### src/rtl/div_pkg.sv
// ---------------------------------------------------------------------------
// div_pkg: shared types and constants for the iterative RV32M divider.
//   div_op_e     - funct3[1:0] encoding of DIV / DIVU / REM / REMU
//   div_state_e  - divider FSM state encoding
//   DIV_LATENCY / DIV_FAST_LATENCY - start-to-valid cycle counts
//   DIV_ZERO_Q / DIV_OVF_Q          - architected special-case quotients
// ---------------------------------------------------------------------------
package div_pkg;

    typedef enum logic [1:0] {
        OP_DIV  = 2'b00,
        OP_DIVU = 2'b01,
        OP_REM  = 2'b10,
        OP_REMU = 2'b11
    } div_op_e;

    typedef enum logic [1:0] {
        ST_IDLE = 2'b00,
        ST_PREP = 2'b01,
        ST_CALC = 2'b10,
        ST_DONE = 2'b11
    } div_state_e;

    localparam int          DIV_LATENCY      = 34;
    localparam int          DIV_FAST_LATENCY = 2;
    localparam logic [31:0] DIV_ZERO_Q       = 32'hFFFF_FFFF;
    localparam logic [31:0] DIV_OVF_Q        = 32'h8000_0000;

    // Magnitude of v when treated as signed; pass-through for unsigned ops.
    function automatic logic [31:0] mag(input logic [31:0] v, input logic is_signed);
        return (is_signed && v[31]) ? (32'd0 - v) : v;
    endfunction

endpackage

### src/rtl/div_step.sv
// ---------------------------------------------------------------------------
// div_step: one combinational radix-2 restoring division iteration.
//   rem_i  [XLEN:0]   partial remainder before the step
//   quo_i  [XLEN-1:0] quotient / remaining-dividend shift register
//   dvs_i  [XLEN-1:0] divisor magnitude
//   rem_o  [XLEN:0]   partial remainder after the step
//   quo_o  [XLEN-1:0] shift register after the step (new quotient bit in [0])
// ---------------------------------------------------------------------------
module div_step #(
    parameter int XLEN = 32
) (
    input  logic [XLEN:0]   rem_i,
    input  logic [XLEN-1:0] quo_i,
    input  logic [XLEN-1:0] dvs_i,
    output logic [XLEN:0]   rem_o,
    output logic [XLEN-1:0] quo_o
);

    // One extra bit above the shifted remainder makes the trial result's MSB
    // a clean sign bit even for a full-width unsigned divisor.
    logic [XLEN+1:0] shifted;
    logic [XLEN+1:0] trial;
    logic            keep;

    assign shifted = {rem_i, quo_i[XLEN-1]};
    assign trial   = shifted - {2'b00, dvs_i};
    assign keep    = ~trial[XLEN+1];

    assign rem_o = keep ? trial[XLEN:0] : shifted[XLEN:0];
    assign quo_o = {quo_i[XLEN-2:0], keep};

endmodule

### src/rtl/div_unit.sv
// ---------------------------------------------------------------------------
// div_unit: iterative 32-bit divider for RV32M DIV/DIVU/REM/REMU.
//   clk_i        clock
//   rst_i        synchronous active-high reset
//   start_i      request, accepted only in IDLE
//   kill_i       flush; aborts any operation, wins over start_i
//   div_op_i     funct3[1:0]: 00 DIV, 01 DIVU, 10 REM, 11 REMU
//   operand_a_i  dividend
//   operand_b_i  divisor
//   busy_o       high whenever the FSM is not in IDLE
//   valid_o      one-cycle result pulse (the DONE cycle)
//   result_o     quotient or remainder, held until the next DONE
// Flow: IDLE -> PREP -> CALC x32 -> DONE -> IDLE; divide-by-zero and signed
// overflow skip CALC and go PREP -> DONE. All outputs are registered.
// ---------------------------------------------------------------------------
module div_unit
    import div_pkg::*;
#(
    parameter int XLEN = 32
) (
    input  logic            clk_i,
    input  logic            rst_i,
    input  logic            start_i,
    input  logic            kill_i,
    input  logic [1:0]      div_op_i,
    input  logic [XLEN-1:0] operand_a_i,
    input  logic [XLEN-1:0] operand_b_i,
    output logic            busy_o,
    output logic            valid_o,
    output logic [XLEN-1:0] result_o
);

    localparam logic [1:0] IDLE = ST_IDLE;
    localparam logic [1:0] PREP = ST_PREP;
    localparam logic [1:0] CALC = ST_CALC;
    localparam logic [1:0] DONE = ST_DONE;

    logic [1:0]      state_q;
    logic [4:0]      cnt_q;
    logic [1:0]      op_q;
    logic [XLEN-1:0] a_q;
    logic [XLEN-1:0] b_q;
    logic [XLEN:0]   rem_q;
    logic [XLEN-1:0] quo_q;
    logic [XLEN-1:0] dvs_q;
    logic            neg_q;
    logic            neg_r;

    // op_q[0] clear = signed op, op_q[1] set = remainder wanted
    logic            is_signed;
    logic            want_rem;
    logic [XLEN-1:0] a_mag;
    logic [XLEN-1:0] b_mag;
    logic            div_zero;
    logic            ovf;

    assign is_signed = ~op_q[0];
    assign want_rem  = op_q[1];
    assign a_mag     = mag(a_q, is_signed);
    assign b_mag     = mag(b_q, is_signed);
    assign div_zero  = (b_q == '0);
    assign ovf       = is_signed && (a_q == DIV_OVF_Q) && (b_q == '1);

    logic [XLEN:0]   rem_n;
    logic [XLEN-1:0] quo_n;

    div_step #(.XLEN(XLEN)) u_step (
        .rem_i (rem_q),
        .quo_i (quo_q),
        .dvs_i (dvs_q),
        .rem_o (rem_n),
        .quo_o (quo_n)
    );

    // Sign fix-up applied to the final iteration's outputs so the result can
    // be registered on the edge entering DONE.
    logic [XLEN-1:0] q_fin;
    logic [XLEN-1:0] r_fin;

    assign q_fin = neg_q ? ('0 - quo_n) : quo_n;
    assign r_fin = neg_r ? ('0 - rem_n[XLEN-1:0]) : rem_n[XLEN-1:0];

    always_ff @(posedge clk_i) begin
        if (rst_i) begin
            state_q  <= IDLE;
            cnt_q    <= '0;
            op_q     <= '0;
            a_q      <= '0;
            b_q      <= '0;
            rem_q    <= '0;
            quo_q    <= '0;
            dvs_q    <= '0;
            neg_q    <= 1'b0;
            neg_r    <= 1'b0;
            busy_o   <= 1'b0;
            valid_o  <= 1'b0;
            result_o <= '0;
        end else begin
            valid_o <= 1'b0;
            if (kill_i) begin
                state_q <= IDLE;
                busy_o  <= 1'b0;
            end else begin
                case (state_q)
                    IDLE: begin
                        if (start_i) begin
                            state_q <= PREP;
                            busy_o  <= 1'b1;
                            op_q    <= div_op_i;
                            a_q     <= operand_a_i;
                            b_q     <= operand_b_i;
                        end
                    end
                    PREP: begin
                        neg_q <= is_signed & (a_q[XLEN-1] ^ b_q[XLEN-1]);
                        neg_r <= is_signed & a_q[XLEN-1];
                        if (div_zero) begin
                            // Architected results, no sign fix-up.
                            state_q  <= DONE;
                            valid_o  <= 1'b1;
                            result_o <= want_rem ? a_q : DIV_ZERO_Q;
                        end else if (ovf) begin
                            state_q  <= DONE;
                            valid_o  <= 1'b1;
                            result_o <= want_rem ? '0 : DIV_OVF_Q;
                        end else begin
                            state_q <= CALC;
                            rem_q   <= '0;
                            quo_q   <= a_mag;
                            dvs_q   <= b_mag;
                            cnt_q   <= 5'd31;
                        end
                    end
                    CALC: begin
                        rem_q <= rem_n;
                        quo_q <= quo_n;
                        cnt_q <= cnt_q - 5'd1;
                        if (cnt_q == 5'd0) begin
                            state_q  <= DONE;
                            valid_o  <= 1'b1;
                            result_o <= want_rem ? r_fin : q_fin;
                        end
                    end
                    default: begin
                        // DONE: start_i here is dropped, not queued.
                        state_q <= IDLE;
                        busy_o  <= 1'b0;
                    end
                endcase
            end
        end
    end

endmodule

### config.mk
export PLATFORM = sky130hd
export DESIGN_NAME = div_unit
export DESIGN_NICKNAME = d
export VERILOG_FILES = /design/src/rtl/div_pkg.sv /design/src/rtl/div_step.sv /design/src/rtl/div_unit.sv
export SDC_FILE = /design/constraint.sdc
export NUM_CORES = 1
export LEC_CHECK = 0
export CORE_MARGIN = 5
export CORE_UTILIZATION = 50
export CTS_CLUSTER_SIZE = 24
export DETAILED_ROUTE_END_ITERATION = 10
export PLACE_DENSITY = 0.72
export SYNTH_ARGS = -nofsm -noshare
export SYNTH_HDL_FRONTEND = slang
export SYNTH_SLANG_ARGS = --single-unit
### constraint.sdc
create_clock -name clk_i -period 8 [get_ports clk_i]
set_input_delay 1.6 -clock clk_i [delete_from_list [all_inputs] [get_ports clk_i]]
set_output_delay 1.6 -clock clk_i [all_outputs]
set_load 0.05 [all_outputs]
==> metrics.md, run 1 <==
| Metric | Value |
|---|---|
| Number of diodes | `0` |
| Top Metal Used | `met4` |
| Final period util | `67.4%` |
| Cells taking the most area after synthesis | `dfxtp_1 (30%), nand2_1 (10%), a21oi_1 (9.1%)` |
| Fraction of registers with async set or reset after synthesis | `0%` |
| Clk Latency, worst-skew pair | `0.55 ns` |
| WL final | `45600 um` |
| Clock transition at path regs | `0.06 ns` |
| Cell family with most CP delay | `compound AO/OA/AOI/OAI gates` |
| Worst Max-Slew Pin Slew | `1.08 ns` |
| Antenna violations before repair | `0` |
| Avg Cell Area, Syn | `7.12 sq um` |
| GRT Util Overall | `28.2%` |
| Met3 wire len | `3930 um` |
| Slew HR | `28.3%` |
| Clock Path Buffers | `3` |
| FILL cells | `2711` |
| CP Class | `flop to flop` |
| Post-synth EDFFs | `0` |
| WHS | `0.457 ns` |
| Die width | `177 um` |
| Cell Rows | `61` |
| Syn_nets | `2069` |
| Setup ws final | `2.61 ns` |
| WL/cell | `19.3 um` |
| Avg Vias per Cell | `6.08` |
| Final setup fails | `0` |
| Fraction of layout instances using a drive strength above 1 | `5.04%` |
| WL met1 | `20500 um` |
| Leading area contributor after synthesis | `dfxtp_1` |
| Min Tclk post-route | `5.39 ns` |
| Worst path most repeated cell | `inv_1` |
| Area grow syn2layout | `14.3%` |
| Die area | `31300 sq um` |
| 1st-iter DRT viols | `1648` |
| Final Slew Violations | `0` |
| Maximum clock frequency | `0.185 GHz` |
| Vias | `14366` |
| Final hold violations | `0` |
| # hold bufs at CTS | `0` |
| Register bit total from synthesis | `206` |
| Critical Path RT | `8.43 ns` |
| H-tree levels | `1` |
| Static leakage | `5.65 nW` |
| Detail Route Antenna Nets | `0` |
| CTS sink count | `206` |
| Die height | `177 um` |
| CP max stage cell | `a211oi_2` |
| WL met2 | `19600 um` |
| Total grt overflow | `0` |
| CP arrival | `5.82 ns` |
| I/O Buffers | `103` |
| Critical Path Fanout Max | `48` |
| Top-area cell type share of the netlist area | `29.6%` |
| Pin count of the biggest net entering global routing | `96` |
| Cell Chain, Critical Path | `inv_1 -> ha_1 -> nor2b_1 -> o2111ai_1 -> a211oi_2 -> o211a_1 -> nor4_2 -> buf_4 -> nor2_8 -> inv_2 -> nand2_1 -> o21ai_0 -> inv_1 -> ha_1 -> inv_1 -> a21o_1 -> nor3_1 -> nand4_1 -> or3_1 -> a311oi_1` |
| Worst hold path class | `flop to flop` |
| Dominant synthesized flop cell | `dfxtp_1` |
| CTS tree | `built` |
| GPL Wtd Cong | `0.959` |
| Max_cap viols | `0` |
| Io pins | `104` |
| Final net count | `2082` |
| Startpoint type of the worst setup path | `flop` |
| Total Power | `3.21 mW` |
| First-pass GRT wire length | `71600 um` |
| Initial Util | `50.4%` |
| Pre-CTS setup slack | `2.80 ns` |
| Total clock buffers created by CTS | `24` |
| Yosys cell types | `84` |
| Synthesized area | `13900 sq um` |
| Status | `completed` |
| Storage cell area | `4120 sq um` |
| Drt pass-1 iters | `6` |
| Buf+Inv Stages, Crit Path | `5` |
| Power density cells | `202 nW/um^2` |
| Sum Neg Setup Slack | `0 ns` |
| Sequential area share after synthesis | `29.6%` |
| RSZ-0062 raised after global routing | `false` |
| PostCTS Resize Cnt | `0` |
| DP HPWL | `33200 um` |
| # DRC | `0` |
| Root buffer cell | `clkbuf_16` |
| Cells after synthesis | `1956` |
| Vias in the first global route | `13136` |
| Critical Path Max Stage Delay | `0.54 ns` |
| Setup Skew | `0.0394 ns` |
| Post-CTS Setup Inserts | `0` |
| Worst vdd ir | `0.000153 V` |
| Synth warnings | `0` |
| Core Region | `27600 sq um` |
| Crit end category | `flop` |
| Area taken by multi-input logic gates | `9060 sq um` |
==> worst paths after layout <==
kind         depth (start not counted)            to         from  slack, ns
max                                 20  result_o[28]     dvs_q[1]       2.61
min                                  2   result_o[4]  result_o[4]       0.46
max reg2reg                         20  result_o[28]     dvs_q[1]       2.61
min reg2reg                          2   result_o[4]  result_o[4]       0.46
==> metal layers <==
layer | up-vias | track usage (%)
li1 | 6950 | -
met1 | 6674 | 41.3
met2 | 655 | 43.0
met3 | 87 | 4.10
met4 | 0 | 8.58
met5 | - | 0
==> per-stage QoR <==
step | util, % | area (sq um) | std cells
4_1_cts | 57.6 | 15900 | 2363
5_1_grt | 57.6 | 15900 | 2363
3_3_place_gp | 54.6 | 15100 | 2321
2_1_floorplan | - | 13900 | 1956
3_5_place_dp | 54.6 | 15100 | 2321
6_report | 57.6 | 15900 | 2363
==> logic make-up (layout without fill, tap and decap cells) <==
| family | count (synthesis) | in the layout | share of synthesized area [%] |
|---|---|---|---|
| compound gates | 588 | 588 | 25.8 |
| flops | 206 | 206 | 29.6 |
| xor+xnor | 128 | 128 | 8.05 |
| simple gates | 763 | 763 | 25.0 |
| buf+inv | 202 | 231 | 5.74 |
| mux | 26 | 26 | 1.92 |
| fa+ha+maj | 43 | 43 | 3.92 |
==> power breakdown <==
part	internal [mW]	switching (mW)	total (mW)
Sequential	1.06	0.0474	1.11
Combinational	0.315	0.623	0.938
Clock	0.698	0.466	1.16
==> worst reg2reg max path, delay by kind of cell, from the launching register on <==
family	cells	cell delay, ns
buffers and inverters	5	0.93
DFF	1	0.33
adders and majority gates	2	0.42
AOI/OAI and AO/OA	6	1.83
and+or+nand+nor	7	1.76
==> cell usage after synthesis, drive strengths merged (15+ instances only) <==
cell,count
a211oi,53
a21oi,257
buf,32
clkbuf,101
dfxtp,206
ha,42
inv,69
mux2i,20
nand2,375
nand2b,17
nand3,49
nand4,20
nor2,141
nor3,52
nor4,31
o211ai,17
o21ai,137
o31ai,20
o41ai,15
or4,16
xnor2,79
xor2,49
==> layout by cell type, fill, tap and decap left out, drive strengths merged, types with 7 or more instances in the layout <==
master / instances
nand2b: 17
o21ai: 137
ha: 42
nor3b: 7
nand2: 375
nor4: 31
buf: 18
xnor2: 79
a21oi: 257
a211oi: 53
nand3: 49
mux2i: 20
or2: 7
a221oi: 7
inv: 71
clkbuf: 31
a31oi: 9
or3: 9
nor3: 52
o31ai: 20
nand4: 20
nor2b: 12
dfxtp: 206
clkdlybuf4s50: 102
and2: 8
or4: 16
nor2: 141
xor2: 49
o41ai: 15
o211ai: 17
==> sequential cells by signal, summed over array words and instances (netlist names), 2 cells and up <==
signal	count
a_q	32
b_q	32
cnt_q	5
dvs_q	32
op_q	2
quo_q	32
rem_q	33
result_o	32
state_q	2
==> final cells by class <==
cell class	instances	share of cell area [%]
clock buffer	31	4.25
timing repair buffer	120	7.28
tap	378	2.97
sequential	206	25.9
multi-input combinational	1548	56.9
clock inverter	11	1.04
inverter	69	1.63
(Power assumes the default switching activity.)
==> run 2: changes to the inputs <==
--- a/config.mk
+++ b/config.mk
@@ -9,7 +9,7 @@
 export CORE_UTILIZATION = 50
 export CTS_CLUSTER_SIZE = 24
 export DETAILED_ROUTE_END_ITERATION = 10
-export PLACE_DENSITY = 0.72
+export PLACE_DENSITY = 0.75
 export SYNTH_ARGS = -nofsm -noshare
 export SYNTH_HDL_FRONTEND = slang
 export SYNTH_SLANG_ARGS = --single-unit
==> constraint.sdc (replaced) <==
create_clock -name clk_i -period 4.7 [get_ports clk_i]
set_input_delay 0.94 -clock clk_i [delete_from_list [all_inputs] [get_ports clk_i]]
set_output_delay 0.94 -clock clk_i [all_outputs]
set_load 0.05 [all_outputs]
==> metrics.md, run 2 (synthesized netlist as in run 1, its figures left out) <==
| Metric | Value |
|---|---|
| Status | `completed` |
| Crit end category | `flop` |
| Storage cell area | `4120 sq um` |
| Pre-CTS setup slack | `0.318 ns` |
| Vias | `14590` |
| Post-DP Area | `15300 sq um` |
| Drt pass-1 iters | `5` |
| GRT Util Overall | `28.8%` |
| Final net count | `2106` |
| # DRC | `0` |
| WL final | `46700 um` |
| Reg2Reg Depth | `16` |
| Clk Latency, worst-skew pair | `0.55 ns` |
| Initial Util | `50.4%` |
| GPL Wtd Cong | `0.988` |
| Area taken by multi-input logic gates | `9070 sq um` |
| Setup Skew | `0.0272 ns` |
| RSZ-0062 raised after global routing | `false` |
| Clock transition at path regs | `0.06 ns` |
| CTS sink count | `206` |
| Number of diodes | `0` |
| Setup ws final | `0.290 ns` |
| Clock Path Buffers | `3` |
| Total Power | `5.38 mW` |
| Max FFs per register | `33` |
| Commonest non-fill, non-tap cell in the layout | `nand2_1` |
| CP arrival | `4.84 ns` |
| Power density cells | `335 nW/um^2` |
| CTS tree | `built` |
| DP HPWL | `34700 um` |
| I/O Buffers | `103` |
| Post-CTS Setup Inserts | `0` |
| Slew HR | `42.3%` |
| RR Endpoint | `result_o[30]` |
| Critical Path Fanout Max | `31` |
| Min Tclk post-route | `4.41 ns` |
| Die area | `31300 sq um` |
| Critical Path RT | `5.13 ns` |
| Vias in the first global route | `13179` |
| Hold depth | `2` |
| Antenna violations before repair | `0` |
| FILL cells | `2685` |
| Cell Rows | `61` |
| First-pass GRT wire length | `73200 um` |
| Total clock buffers created by CTS | `24` |
| Non-Filler Instances | `2389` |
| Maximum clock frequency | `0.227 GHz` |
| Final Slew Violations | `0` |
| Hold_sp | `result_o[4]` |
| Die height | `177 um` |
| Fraction of layout instances using a drive strength above 1 | `6.27%` |
| Die width | `177 um` |
| Worst Max-Slew Pin Slew | `0.864 ns` |
| Detail Route Antenna Nets | `0` |
| Reg2Reg Setup Slack | `0.29 ns` |
| Sum Neg Setup Slack | `0 ns` |
| Worst vdd ir | `0.000255 V` |
| Largest Register | `rem_q` |
| Area grow syn2layout | `15.5%` |
| Launch point of the worst reg-to-reg path | `dvs_q[1]` |
| Final hold violations | `0` |
| Placed cell count | `2345` |
| Total grt overflow | `0` |
| H-tree levels | `1` |
| Pin count of the biggest net entering global routing | `161` |
| Core Region | `27600 sq um` |
| Static leakage | `5.73 nW` |
| Final setup fails | `0` |
| WL/cell | `19.6 um` |
| Final period util | `93.8%` |
| Worst hold path class | `flop to flop` |
| Root buffer cell | `clkbuf_16` |
| CP Class | `flop to flop` |
| Avg Vias per Cell | `6.11` |
| Io pins | `104` |
| Commonest cells after routing, fill and taps aside | `nand2_1 (375), a21oi_1 (251), dfxtp_1 (206), nor2_1 (139), o21ai_0 (128)` |
| Max_cap viols | `0` |
| 1st-iter DRT viols | `1687` |
| Post-Layout Inst Area | `16100 sq um` |
| Worst Hold End | `result_o[4]` |
| Startpoint type of the worst setup path | `flop` |
-- run 2: worst max path at each step --
stage / startpoint / endpoint / slack, ns / depth (start not counted)
after floorplan: rem_q[2] / result_o[28] / 0.32 / 22
after global placement: dvs_q[1] / result_o[30] / 0.44 / 16
after detailed placement: dvs_q[1] / result_o[30] / 0.32 / 16
after CTS: dvs_q[1] / result_o[30] / 0.28 / 16
after global routing: dvs_q[1] / result_o[30] / 0.03 / 20
final: dvs_q[1] / result_o[30] / 0.29 / 16
-- run 2: final cells by class --
class,count,area share [%]
inverters,69,1.61
multi-input cells,1548,56.4
well taps,378,2.94
repair buffers,144,8.57
flip-flops and latches,206,25.6
clock inverters,13,0.685
clock buffers,31,4.15
-- run 2: layer usage --
layer | track usage [%] | vias up | part of all wire (%)
met5 | 0 | - | 0
met4 | 8.51 | 0 | 3.1
met3 | 4.44 | 90 | 9.2
met2 | 44.1 | 700 | 43
met1 | 41.8 | 6805 | 44
li1 | - | 6995 | -
-- run 2: critical path, stage by stage (launching register included) --
cell and delay (ns):
dfxtp_1 0.33, inv_1 0.07, ha_1 0.26, nor2b_1 0.23, o2111ai_1 0.27, a211oi_4 0.47, o211a_1 0.30, nor4_2 0.05
buf_4 0.21, nor2_8 0.11, inv_2 0.07, buf_4 0.23, o41a_1 0.54, or3_1 0.40, o41ai_2 0.33, xor2_1 0.13
a211oi_1 0.26
-- run 2: power breakdown --
part           internal, mW  switching, mW  leakage [nW]  total [mW]
sequential             1.81         0.0808          1.67        1.89
clock                  1.02          0.829         0.368        1.85
combinational         0.577           1.07          3.69        1.65
-- run 2: through the flow --
stage	utilization [%]	hold WS, ns
after floorplan	-	0.445
after global placement	55.3	0.452
after detailed placement	55.3	0.459
after CTS	58.2	0.467
after global routing	58.2	0.490
final	58.2	0.467
-- run 2: timing repair --
item	CTS	global route
hold endpoints to repair	0	0
endpoints found under the setup margin	0	2
hold buffers	0	0
resized for setup	0	2
==> run 3: changes to the inputs <==
--- a/config.mk
+++ b/config.mk
@@ -10,6 +10,9 @@
 export CTS_CLUSTER_SIZE = 24
 export DETAILED_ROUTE_END_ITERATION = 10
 export PLACE_DENSITY = 0.75
+export RECOVER_POWER = 50
+export SKIP_LAST_GASP = 1
 export SYNTH_ARGS = -nofsm -noshare
 export SYNTH_HDL_FRONTEND = slang
+export SYNTH_HIERARCHICAL = 1
 export SYNTH_SLANG_ARGS = --single-unit
==> metrics.md, run 3 <==
| Metric | Value |
|---|---|
| Avg Vias per Cell | `6.00` |
| Fraction of layout instances using a drive strength above 1 | `17.5%` |
| Syn_nets | `1898` |
| Final period util | `103%` |
| Total grt overflow | `0` |
| Setup Skew | `0.0194 ns` |
| Post-DP Area | `15600 sq um` |
| Crit end category | `flop` |
| Die height | `173 um` |
| Count leader, synth | `nand2_1` |
| Final Slew Violations | `67` |
| Initial Util | `51.0%` |
| # DRC | `0` |
| Total Power | `6.04 mW` |
| RSZ-0062 raised after global routing | `true` |
| Cells taking the most area after synthesis | `dfxtp_1 (31%), nand2_1 (9.4%), a21oi_1 (7.5%)` |
| Largest Register | `rem_q` |
| Die width | `173 um` |
| Synthesized area | `13400 sq um` |
| Number of diodes | `0` |
| Critical Path Fanout Max | `6` |
| 1st-iter DRT viols | `1524` |
| Final setup fails | `9` |
| Fin util | `64.8%` |
| Critical Path Max Stage Delay | `0.54 ns` |
| Area grow syn2layout | `27.2%` |
| Startpoint type of the worst setup path | `flop` |
| Final net count | `2081` |
| Final hold violations | `0` |
| Vias in the first global route | `13190` |
| Commonest non-fill, non-tap cell in the layout | `nand2_1` |
| CTS sink count | `206` |
| Non-Filler Instances | `2321` |
| Setup ws final | `-0.146 ns` |
| Slew HR | `-70.6%` |
| GRT Util Overall | `28.4%` |
| Avg Cell Area, Syn | `7.48 sq um` |
| Pin count of the biggest net entering global routing | `79` |
| Sequential area share after synthesis | `30.9%` |
| Root buffer cell | `clkbuf_16` |
| H-tree levels | `1` |
| Vias | `13932` |
| Cells after synthesis | `1785` |
| Clock Path Buffers | `3` |
| Buf+Inv Stages, Crit Path | `2` |
| Status | `finished, violations left` |
| Clock transition at path regs | `0.06 ns` |
| GPL Wtd Cong | `0.965` |
| Cell Chain, Critical Path | `ha_4 -> and3_4 -> or3b_1 -> a211oi_2 -> o31ai_1 -> and3_4 -> o31a_4 -> xor2_4 -> buf_4 -> buf_6 -> o21ai_4 -> or4_4 -> or4_4 -> or2_4 -> or3_4 -> a31oi_1 -> a2bb2oi_1 -> a32o_1` |
| DP HPWL | `32400 um` |
| Worst hold path class | `flop to flop` |
| # hold bufs at CTS | `0` |
| Power density cells | `356 nW/um^2` |
| Fraction of registers with async set or reset after synthesis | `0%` |
| Dominant synthesized flop cell | `dfxtp_1` |
| Placed cell count | `2258` |
| Yosys cell types | `83` |
| Worst Max-Slew Pin Slew | `2.56 ns` |
| Critical Path RT | `5.17 ns` |
| Max FFs per register | `33` |
| Die area | `30100 sq um` |
| Register bit total from synthesis | `206` |
| Drt pass-1 iters | `8` |
| CTS tree | `built` |
| Cell family with most CP delay | `simple AND/OR/NAND/NOR gates` |
| Post-Layout Inst Area | `17000 sq um` |
| Clk Latency, worst-skew pair | `0.53 ns` |
| Static leakage | `6.60 nW` |
| CP max stage cell | `or4_4` |
| Antenna violations before repair | `1` |
| Min Tclk post-route | `4.85 ns` |
| Core Region | `26200 sq um` |
| First-pass GRT wire length | `71400 um` |
| Io pins | `104` |
| Cell Rows | `59` |
| Leading area contributor after synthesis | `dfxtp_1` |
| Max_cap viols | `1` |
| CP arrival | `5.32 ns` |
| Top-area cell type share of the netlist area | `30.9%` |
| Worst vdd ir | `0.000298 V` |
| Total clock buffers created by CTS | `24` |
| Failing checks | `max-capacitance violations, max-slew violations, negative setup slack` |
| Synth warnings | `6` |
| WL final | `44900 um` |
| Maximum clock frequency | `0.206 GHz` |
| Post-synth EDFFs | `0` |
| Detail Route Antenna Nets | `0` |
| Commonest cells in the synthesized netlist | `nand2_1 (334), dfxtp_1 (206), a21oi_1 (199)` |
| Commonest cells after routing, fill and taps aside | `nand2_1 (330), dfxtp_1 (198), a21oi_1 (196), buf_4 (189), nor2_1 (89)` |
| CP Class | `flop to flop` |
| I/O Buffers | `103` |
| WL/cell | `19.3 um` |
## run 3: cell count changes in the layout (fill, tap and decap cells not counted), moves of 34 or more
cell	previous run	this run
a21oi_1	251	196
buf_4	38	189
clkdlybuf4s50_1	102	67
dlygate4sd3_1	0	35
nand2_1	375	330
nor2_1	139	89
o21ai_0	128	87
xor2_1	49	83
## run 3: layout make-up
type                            count  area, sq um
Inverter                           62          233
Sequential cell                   206         4130
Tap cell                          335          419
Clock inverter                     14          185
Timing Repair Buffer              300         2560
Clock buffer                       30          694
Fill cell                        2240         9220
Multi-Input combinational cell   1374         8760
## run 3: where the power goes
group	internal [mW]	total (mW)	switching (mW)	leakage, nW
clock	1.27	2.07	0.802	0.429
sequential	1.80	1.88	0.0824	1.67
combinational	0.948	2.09	1.14	4.50
## run 3: cell families (layout without fill, tap and decap cells)
| family | after synthesis | after routing | synth area share, % |
|---|---|---|---|
| multiplexers | 11 | 11 | 0.871 |
| AO/OA/AOI/OAI | 544 | 544 | 26.3 |
| AND/OR/NAND/NOR | 636 | 636 | 21.6 |
| buffers and inverters | 206 | 406 | 7.09 |
| XOR/XNOR | 139 | 140 | 9.26 |
| adder cells (fa/ha/maj) | 43 | 43 | 4.09 |
| flip-flops | 206 | 206 | 30.9 |
## run 3: final timing paths
kind                     start            to  slack, ns  cells past startpoint
setup / recovery      rem_q[9]  result_o[23]      -0.15                     18
hold / removal    result_o[15]  result_o[15]       0.45                      2
setup reg to reg      rem_q[9]  result_o[23]      -0.15                     18
hold reg to reg   result_o[15]  result_o[15]       0.45                      2
## run 3: through the flow
stage | setup slack, ns | setup TNS, ns | hold WS [ns]
2_1_floorplan | -0.0816 | -0.124 | 0.437
3_3_place_gp | -0.312 | -3.91 | 0.441
3_5_place_dp | -0.472 | -5.70 | 0.449
4_1_cts | -0.0922 | -0.628 | 0.458
5_1_grt | -0.288 | -4.03 | 0.467
6_report | -0.146 | -0.564 | 0.449
## run 3: routing by layer
layer | vias up | GRT usage (%) | routed length (um)
met1 | 6465 | 41.1 | 19900
met3 | 88 | 5.39 | 4430
met4 | 2 | 7.38 | 1210
li1 | 6697 | - | -
met5 | - | 0 | 9
met2 | 680 | 43.3 | 19300
## run 3: timing repair
item	in CTS	in global routing
gates resized for setup	38	41
setup buffers	10	7
pin swaps	12	16
setup endpoints to repair	27	27
gates cloned	2	0
## run 3: worst reg2reg max path, delay by kind of cell, from the launching register on
| kind | cells | cell delay (ns) |
|---|---|---|
| AO/OA/AOI/OAI | 7 | 1.21 |
| XOR/XNOR | 1 | 0.21 |
| adder cells (fa/ha/maj) | 1 | 0.30 |
| buffers and inverters | 2 | 0.31 |
| flip-flops | 1 | 0.35 |
| AND/OR/NAND/NOR | 7 | 2.42 |
